### src/rtl/stopwatch_ctrl.sv
// Stopwatch control: debounced start/stop and clear keys drive an IDLE/RUN/PAUSE FSM
// that gates a prescaler producing the BCD counter's TICK and CLR pulses.

module stopwatch_key_db #(
    parameter int DEBOUNCE_CYCLES = 1000000,
    parameter int DB_W            = 20
) (
    input  logic clk,
    input  logic rst,
    input  logic key_raw,
    output logic press
);
    logic            sync1, sync2, db, db_prev;
    logic [DB_W-1:0] cnt;

    always_ff @(posedge clk or posedge rst) begin
        if (rst) begin
            sync1   <= 1'b1;
            sync2   <= 1'b1;
            db      <= 1'b1;
            db_prev <= 1'b1;
            cnt     <= '0;
            press   <= 1'b0;
        end else begin
            sync1   <= key_raw;
            sync2   <= sync1;
            db_prev <= db;
            press   <= db_prev & ~db;
            // Flip only once the synced level has disagreed for a full window.
            if (sync2 == db) begin
                cnt <= '0;
            end else if (cnt == DB_W'(DEBOUNCE_CYCLES)) begin
                db  <= sync2;
                cnt <= '0;
            end else begin
                cnt <= cnt + 1'b1;
            end
        end
    end
endmodule

module stopwatch_ctrl #(
    parameter int CLK_HZ          = 50000000,
    parameter int TICK_HZ         = 1,
    parameter int DEBOUNCE_CYCLES = 1000000,
    parameter int CNT_W           = 26,
    parameter int DB_W            = 20
) (
    input  logic       CLOCK_50,
    input  logic       RESET,
    input  logic       KEY_SS,
    input  logic       KEY_CLR,
    output logic       TICK,
    output logic       CLR,
    output logic       RUNNING,
    output logic [1:0] STATE
);
    localparam int NUM_KEYS = 2;
    localparam int DIV      = CLK_HZ / TICK_HZ;
    localparam logic [CNT_W-1:0] DIV_M1 = CNT_W'(DIV - 1);

    typedef enum logic [1:0] {
        S_IDLE  = 2'b00,
        S_RUN   = 2'b01,
        S_PAUSE = 2'b10
    } state_t;

    state_t                state;
    logic [CNT_W-1:0]      presc;
    logic [NUM_KEYS-1:0]   keys, press;

    assign keys  = {KEY_CLR, KEY_SS};
    assign STATE = state;

    for (genvar k = 0; k < NUM_KEYS; k++) begin : g_key
        stopwatch_key_db #(
            .DEBOUNCE_CYCLES (DEBOUNCE_CYCLES),
            .DB_W            (DB_W)
        ) u_key (
            .clk     (CLOCK_50),
            .rst     (RESET),
            .key_raw (keys[k]),
            .press   (press[k])
        );
    end

    // press[1] is clear and always beats a simultaneous start/stop.
    always_ff @(posedge CLOCK_50 or posedge RESET) begin
        if (RESET) begin
            state   <= S_IDLE;
            presc   <= '0;
            TICK    <= 1'b0;
            CLR     <= 1'b0;
            RUNNING <= 1'b0;
        end else begin
            TICK <= 1'b0;
            CLR  <= 1'b0;
            case (state)
                S_IDLE: begin
                    presc <= '0;
                    if (press[1]) begin
                        CLR <= 1'b1;
                    end else if (press[0]) begin
                        state   <= S_RUN;
                        RUNNING <= 1'b1;
                    end
                end
                S_RUN: begin
                    if (presc == DIV_M1) begin
                        presc <= '0;
                        TICK  <= 1'b1;
                    end else begin
                        presc <= presc + 1'b1;
                    end
                    if (press[1]) begin
                        state   <= S_IDLE;
                        CLR     <= 1'b1;
                        RUNNING <= 1'b0;
                    end else if (press[0]) begin
                        state   <= S_PAUSE;
                        RUNNING <= 1'b0;
                    end
                end
                S_PAUSE: begin
                    if (press[1]) begin
                        state <= S_IDLE;
                        CLR   <= 1'b1;
                    end else if (press[0]) begin
                        state   <= S_RUN;
                        RUNNING <= 1'b1;
                    end
                end
                default: begin
                    state   <= S_IDLE;
                    presc   <= '0;
                    RUNNING <= 1'b0;
                end
            endcase
        end
    end
endmodule

### config.mk
export PLATFORM = sky130hd
export DESIGN_NAME = stopwatch_ctrl
export DESIGN_NICKNAME = d
export VERILOG_FILES = /design/src/rtl/stopwatch_ctrl.sv
export SDC_FILE = /design/constraint.sdc
export NUM_CORES = 1
export LEC_CHECK = 0
export ABC_AREA = 1
export ABC_CLOCK_PERIOD_IN_PS = 5100
export CAP_MARGIN = 25
export CORE_MARGIN = 1.5
export CORE_UTILIZATION = 40
export CTS_CLUSTER_DIAMETER = 50
export DETAILED_ROUTE_END_ITERATION = 16
export DONT_BUFFER_PORTS = 1
export GPL_ROUTABILITY_DRIVEN = 0
export GPL_TIMING_DRIVEN = 1
export SETUP_SLACK_MARGIN = 0.4
export SYNTH_ARGS = -nofsm -noshare
export SYNTH_HDL_FRONTEND = slang
export SYNTH_HIERARCHICAL = 1
export SYNTH_SLANG_ARGS = --single-unit
### constraint.sdc
create_clock -name CLOCK_50 -period 5.1 [get_ports CLOCK_50]
set_clock_uncertainty 0.15 [all_clocks]
set_input_delay 1.02 -clock CLOCK_50 [delete_from_list [all_inputs] [get_ports CLOCK_50]]
set_output_delay 1.02 -clock CLOCK_50 [all_outputs]
set_load 0.03 [all_outputs]
======== Yosys cells after proc, flatten, opt, wreduce, memory -nomap -nowiden ========
Cells that the tools add are included.
cells by class
  add/sub/neg operators ................... 3
  bitwise gates (word level) .............. 6
  muxes and demuxes ....................... 21
  reduce and logical (&&, ||, !) cells .... 7
  equal/unequal tests ..................... 11
operators with widths
  operator                                                                  number
  20-bit 2-to-1 mux                                                         4
  26-bit one-hot mux with 2 select lines                                    1
  20-bit by 1-bit adder with 20-bit output (second input constant)          2
  20-bit == test (second input constant)                                    2
  26-bit by 1-bit adder with 26-bit output (second input constant)          1
  26-bit == test (second input constant)                                    1
  26-bit 2-to-1 mux                                                         1
  2-bit 2-to-1 mux                                                          5
  1-bit 2-to-1 mux                                                          8
  2-bit one-hot mux with 3 select lines                                     1
  2-bit AND reduction                                                       3
  2-bit inequality test (second input constant)                             2
  1-bit inverter                                                            4
  3-bit by 1-bit inequality test with 1-bit output (second input constant)  1
  3-bit AND reduction                                                       1
  3-bit OR reduction                                                        1
  1-bit AND                                                                 2
  1-bit == test                                                             2
  2-bit by 1-bit == test with 1-bit output (second input constant)          1
  2-bit == test (second input constant)                                     1
  2-bit zero test                                                           1
  2-bit by 1-bit inequality test with 1-bit output (second input constant)  1
  1-bit one-hot mux with 2 select lines                                     1
  2-bit OR reduction                                                        1
word-level totals
  bits of input ports ..................... 4
  output and inout port bits .............. 5
  logic and storage cells ................. 65
  register bits after elaboration ......... 81

======== Depth between registers and ports, before layout ========
  depth in word-level cells ............... 4
  depth in mapped cells ................... 10
  depth with buffers taken out ............ 10

======== By module ========
Netlist, hierarchy kept.
modules (own cells, without submodules)
  module            sequential area each (µm²)  area an instance (µm²)  cells each  times used
  stopwatch_key_db  630.6                       1313.8                  166         2
  stopwatch_ctrl    775.7                       2030.7                  284         1

======== Worst setup path before layout ========
OpenSTA, ideal clock, no wires.
  path kind ............................... flip-flop to output port
  start point ............................. register state[1] (netlist: STATE[1])
  end point ............................... output STATE[1]
  required time ........................... 3930 ps
  path slack .............................. 3380 ps
  stages on the path, launching flop included .. 1
  path buffers ............................ 0
  arrival time ............................ 550 ps
  cell sequence ........................... dfrtp_1
RTL lines
  what                    line  text
  from (decl)             68    state_t state;
  from (signal assigned)  90    state <= S_IDLE;
  from (signal assigned)  104   state <= S_RUN;
  from (signal assigned)  116   state <= S_IDLE;
  to (decl)               56    output logic [1:0] STATE
No word-level cell between the ends.

======== Worst setup path after layout ========
  start point ............................. register state[1] (netlist: STATE[1])
  end point ............................... output STATE[1]
No word-level cell between the ends.

==> flow_summary.toml <==
[sta]
setup-violations-final = 0
rsz0062_at_grt = "no"
period_needed_ns = 2.124
worst_slew_pin_slew_ns = 0.5121
final.setup.worst_slack_ns = 2.976
timing_hold_violations_final = 0
final.period_utilization_pct = 41.65
clock.fmax_ghz = 0.4708
drv_slew = 0
max-slew-margin-rel_pct = 65.82
fin_tns_setup_ns = 0

[clock_tree]
ctsHtreeMaxLevel = 3
hold_bufs_inserted_after_cts = 0
clock_insertion_delay_worst_skew_ns = 0.34
ctsResizeCount = 0
cts-buffers-inserted = 9
cts_max_path_buffers = 2
clock-sinks = 81
path_clk_slew_ns = 0.06
clockRootBuffer = "clkbuf_16"
cts_tree = "done"
post-cts-setup-buffers = 0

[power_and_ir_drop]
power_switching_mw = 0.2906
switching_power_share_of_the_total_pct = 20.19
sequentialPowerShare_pct = 45.5
ir_worst_vdd_v = 0.0002169
cellPowerDensity_nw_per_um2 = 276.3
static-leakage-power_nw = 2.143
share_comb_of_total_power_pct = 2.4
design_power_total_mw = 1.439
power_frac_clock_pct = 52.1
p_int_mw = 1.148

[drt]
dr.first_iter.drc_count = 167
drt-vias-per-instance = 5.044
vias = 3914
detailroute.wirelength.met2_um = 4767
avgRoutedWirePerCell_um = 13.07
total_iterations_of_the_first_detailed_routing_run = 5
antenna_left = 0
top_layer_used = "met4"
wirelength_um = 10140
drc_errors = 0
routed-wl-met3_um = 416
met1Wirelength_um = 4709

[placed_design]
place_worst_setup_slack_ns = 3.123
dp_cells = 758
buffer_ports.inserted = 0
placement.cell_area_sq_um = 4822
detailedPlacementHpwl_um = 7494

[final_layout]
post_route_cells_drive_above_1_share_pct = 12.16
final_common_cell = "nand2_1"
area_growth_syn_to_layout_pct = 11.82
num-fill-cells = 1113
layout_common_cells = "161 x nand2_1, 119 x nor2_1, 73 x dfrtp_1"
final_nets = 638
antenna-diode-count = 0
finish.instance_area_sq_um = 5209
final_cells = 776

[global_route]
first_global_vias = 3717
pin_count_of_the_biggest_net_entering_global_routing = 32
antenna_found_initial = 0
first_pass_grt_wire_length_um = 17500
total_track_usage_pct = 17.67
grt_overflow = 0

[worst_setup_path]
critPathKind = "reg -> out"
worstReg2RegStart = "STATE[1]"
cp-end-kind = "output port"
r2r_setup_slack_ns = 3.13
critical_path_cell_count = 0
timing.critical_path.to = "STATE[1]"
ff2ff_path_depth = 7
r2r_end = "presc[5]"
cp_data_required_time_ns = 3.93
highest_fanout_seen_on_the_critical_path = 4
worstPathArrival_ns = 0.95
worst_setup_path_startpoint = "STATE[1]"
critPathLaunchType = "flip-flop"

[die]
num_io_pins = 9
chipHeight_um = 110.9
core.rowCount = 39
die_w_um = 110.9
die-area_sq_um = 12300
start_util_pct = 40.97
placeableCoreArea_sq_um = 11370

[logic_synthesis]
synth.avg_cell_area_sq_um = 7.562
sequential_share_of_the_synthesized_area_pct = 43.73
synth.distinct_cells = 32
synthesis.nets = 626
synth_top_area_share_pct = 39.22
syn_area_sq_um = 4658
synth-warning-count = 6
synth-seq-cells = 81
synth.area.top_cells = "dfrtp_1 39%, nand2_1 13%, nor2_1 9.6%"
yosys.area.top_type = "dfrtp_1"
postSynthCellCount = 616

[flow_run]
drv.max_cap_violation_count = 0

[status]
run_status = "finished, final reports clean"

[hold_path]
min-delay-start = "g_key[0].u_key/sync1"
hold_class = "reg -> reg"
power groups by stage:
stage | registers, mW | logic (mW) | clock network, mW
finish | 0.655 | 0.0345 | 0.750
global route | 0.655 | 0.0409 | 0.795
CTS | 0.655 | 0.0316 | 0.770
detailed placement | 0.667 | 0.0314 | 0
global placement | 0.666 | 0.0310 | 0
floorplan | 0.665 | 0.0230 | 0
Yosys cell counts:
cell	number
a21oi_1	11
a21oi_2	1
and2_1	1
buf_12	1
buf_2	2
clkinv_1	1
dfrtp_1	73
dfstp_2	8
ha_1	6
inv_1	66
inv_2	2
nand2_1	161
nand2_2	5
nand2_4	3
nand3_1	44
nand3_2	5
nand4_1	9
nor2_1	119
nor2_2	14
nor2_4	8
nor3_1	8
nor3b_1	2
o21ai_0	14
o21ai_1	8
o21ai_2	5
o21bai_1	2
o21bai_2	4
o22ai_1	2
o31ai_1	1
xnor2_1	12
xor2_1	16
xor2_2	2
cell families after synthesis:
logic type / after synthesis / share of synthesized area, %
DFF: 81 / 43.73
adders and majority gates: 6 / 1.612
xor gates and xnor gates: 30 / 5.963
buffers and inverters: 72 / 6.205
and+or+nand+nor: 379 / 36.10
AOI/OAI and AO/OA: 48 / 6.393
state kept, by name, indices dropped and copies added, names as in the netlist:
name                 cells
TICK                     1
g_key.u_key/db           2
CLR                      1
g_key.u_key/press        2
g_key.u_key/db_prev      2
STATE                    2
presc                   26
g_key.u_key/sync1        2
g_key.u_key/cnt         40
g_key.u_key/sync2        2
RUNNING                  1
stage by stage:
step / utilization [%] / hold slack (ns)
CTS: 45.44 / 0.2061
detailed placement: 42.41 / 0.1978
floorplan: - / 0.1952
global route: 45.81 / 0.2076
global placement: 42.41 / 0.1967
finish: 45.81 / 0.2056
per-layer routing:
layer  global-route usage, %  vias to the layer above
met1                   22.82                     1858
met2                   28.44                       78
met5                       0                        -
met4                   8.376                        0
met3                   3.609                       20
li1                        -                     1958
worst min path at each step:
stage | end | slack (ns) | cells after the start
final | g_key[0].u_key/sync2 | 0.21 | 0
after global routing | g_key[1].u_key/sync2 | 0.21 | 0
after global placement | g_key[1].u_key/sync2 | 0.20 | 0
after CTS | g_key[1].u_key/sync2 | 0.21 | 0
after floorplan | g_key[0].u_key/sync2 | 0.20 | 0
after detailed placement | g_key[0].u_key/sync2 | 0.20 | 0
layout make-up:
type / instances / area [sq um] / share of cell area, %
Tap cell: 143 / 178.9 / 3.435
Sequential cell: 81 / 2037 / 39.11
Multi-Input combinational cell: 463 / 2332 / 44.78
Timing Repair Buffer: 4 / 57.56 / 1.105
Clock inverter: 6 / 105.1 / 2.018
Inverter: 69 / 259.0 / 4.972
Clock buffer: 10 / 239.0 / 4.588
Power figures use the tool's default switching activity.
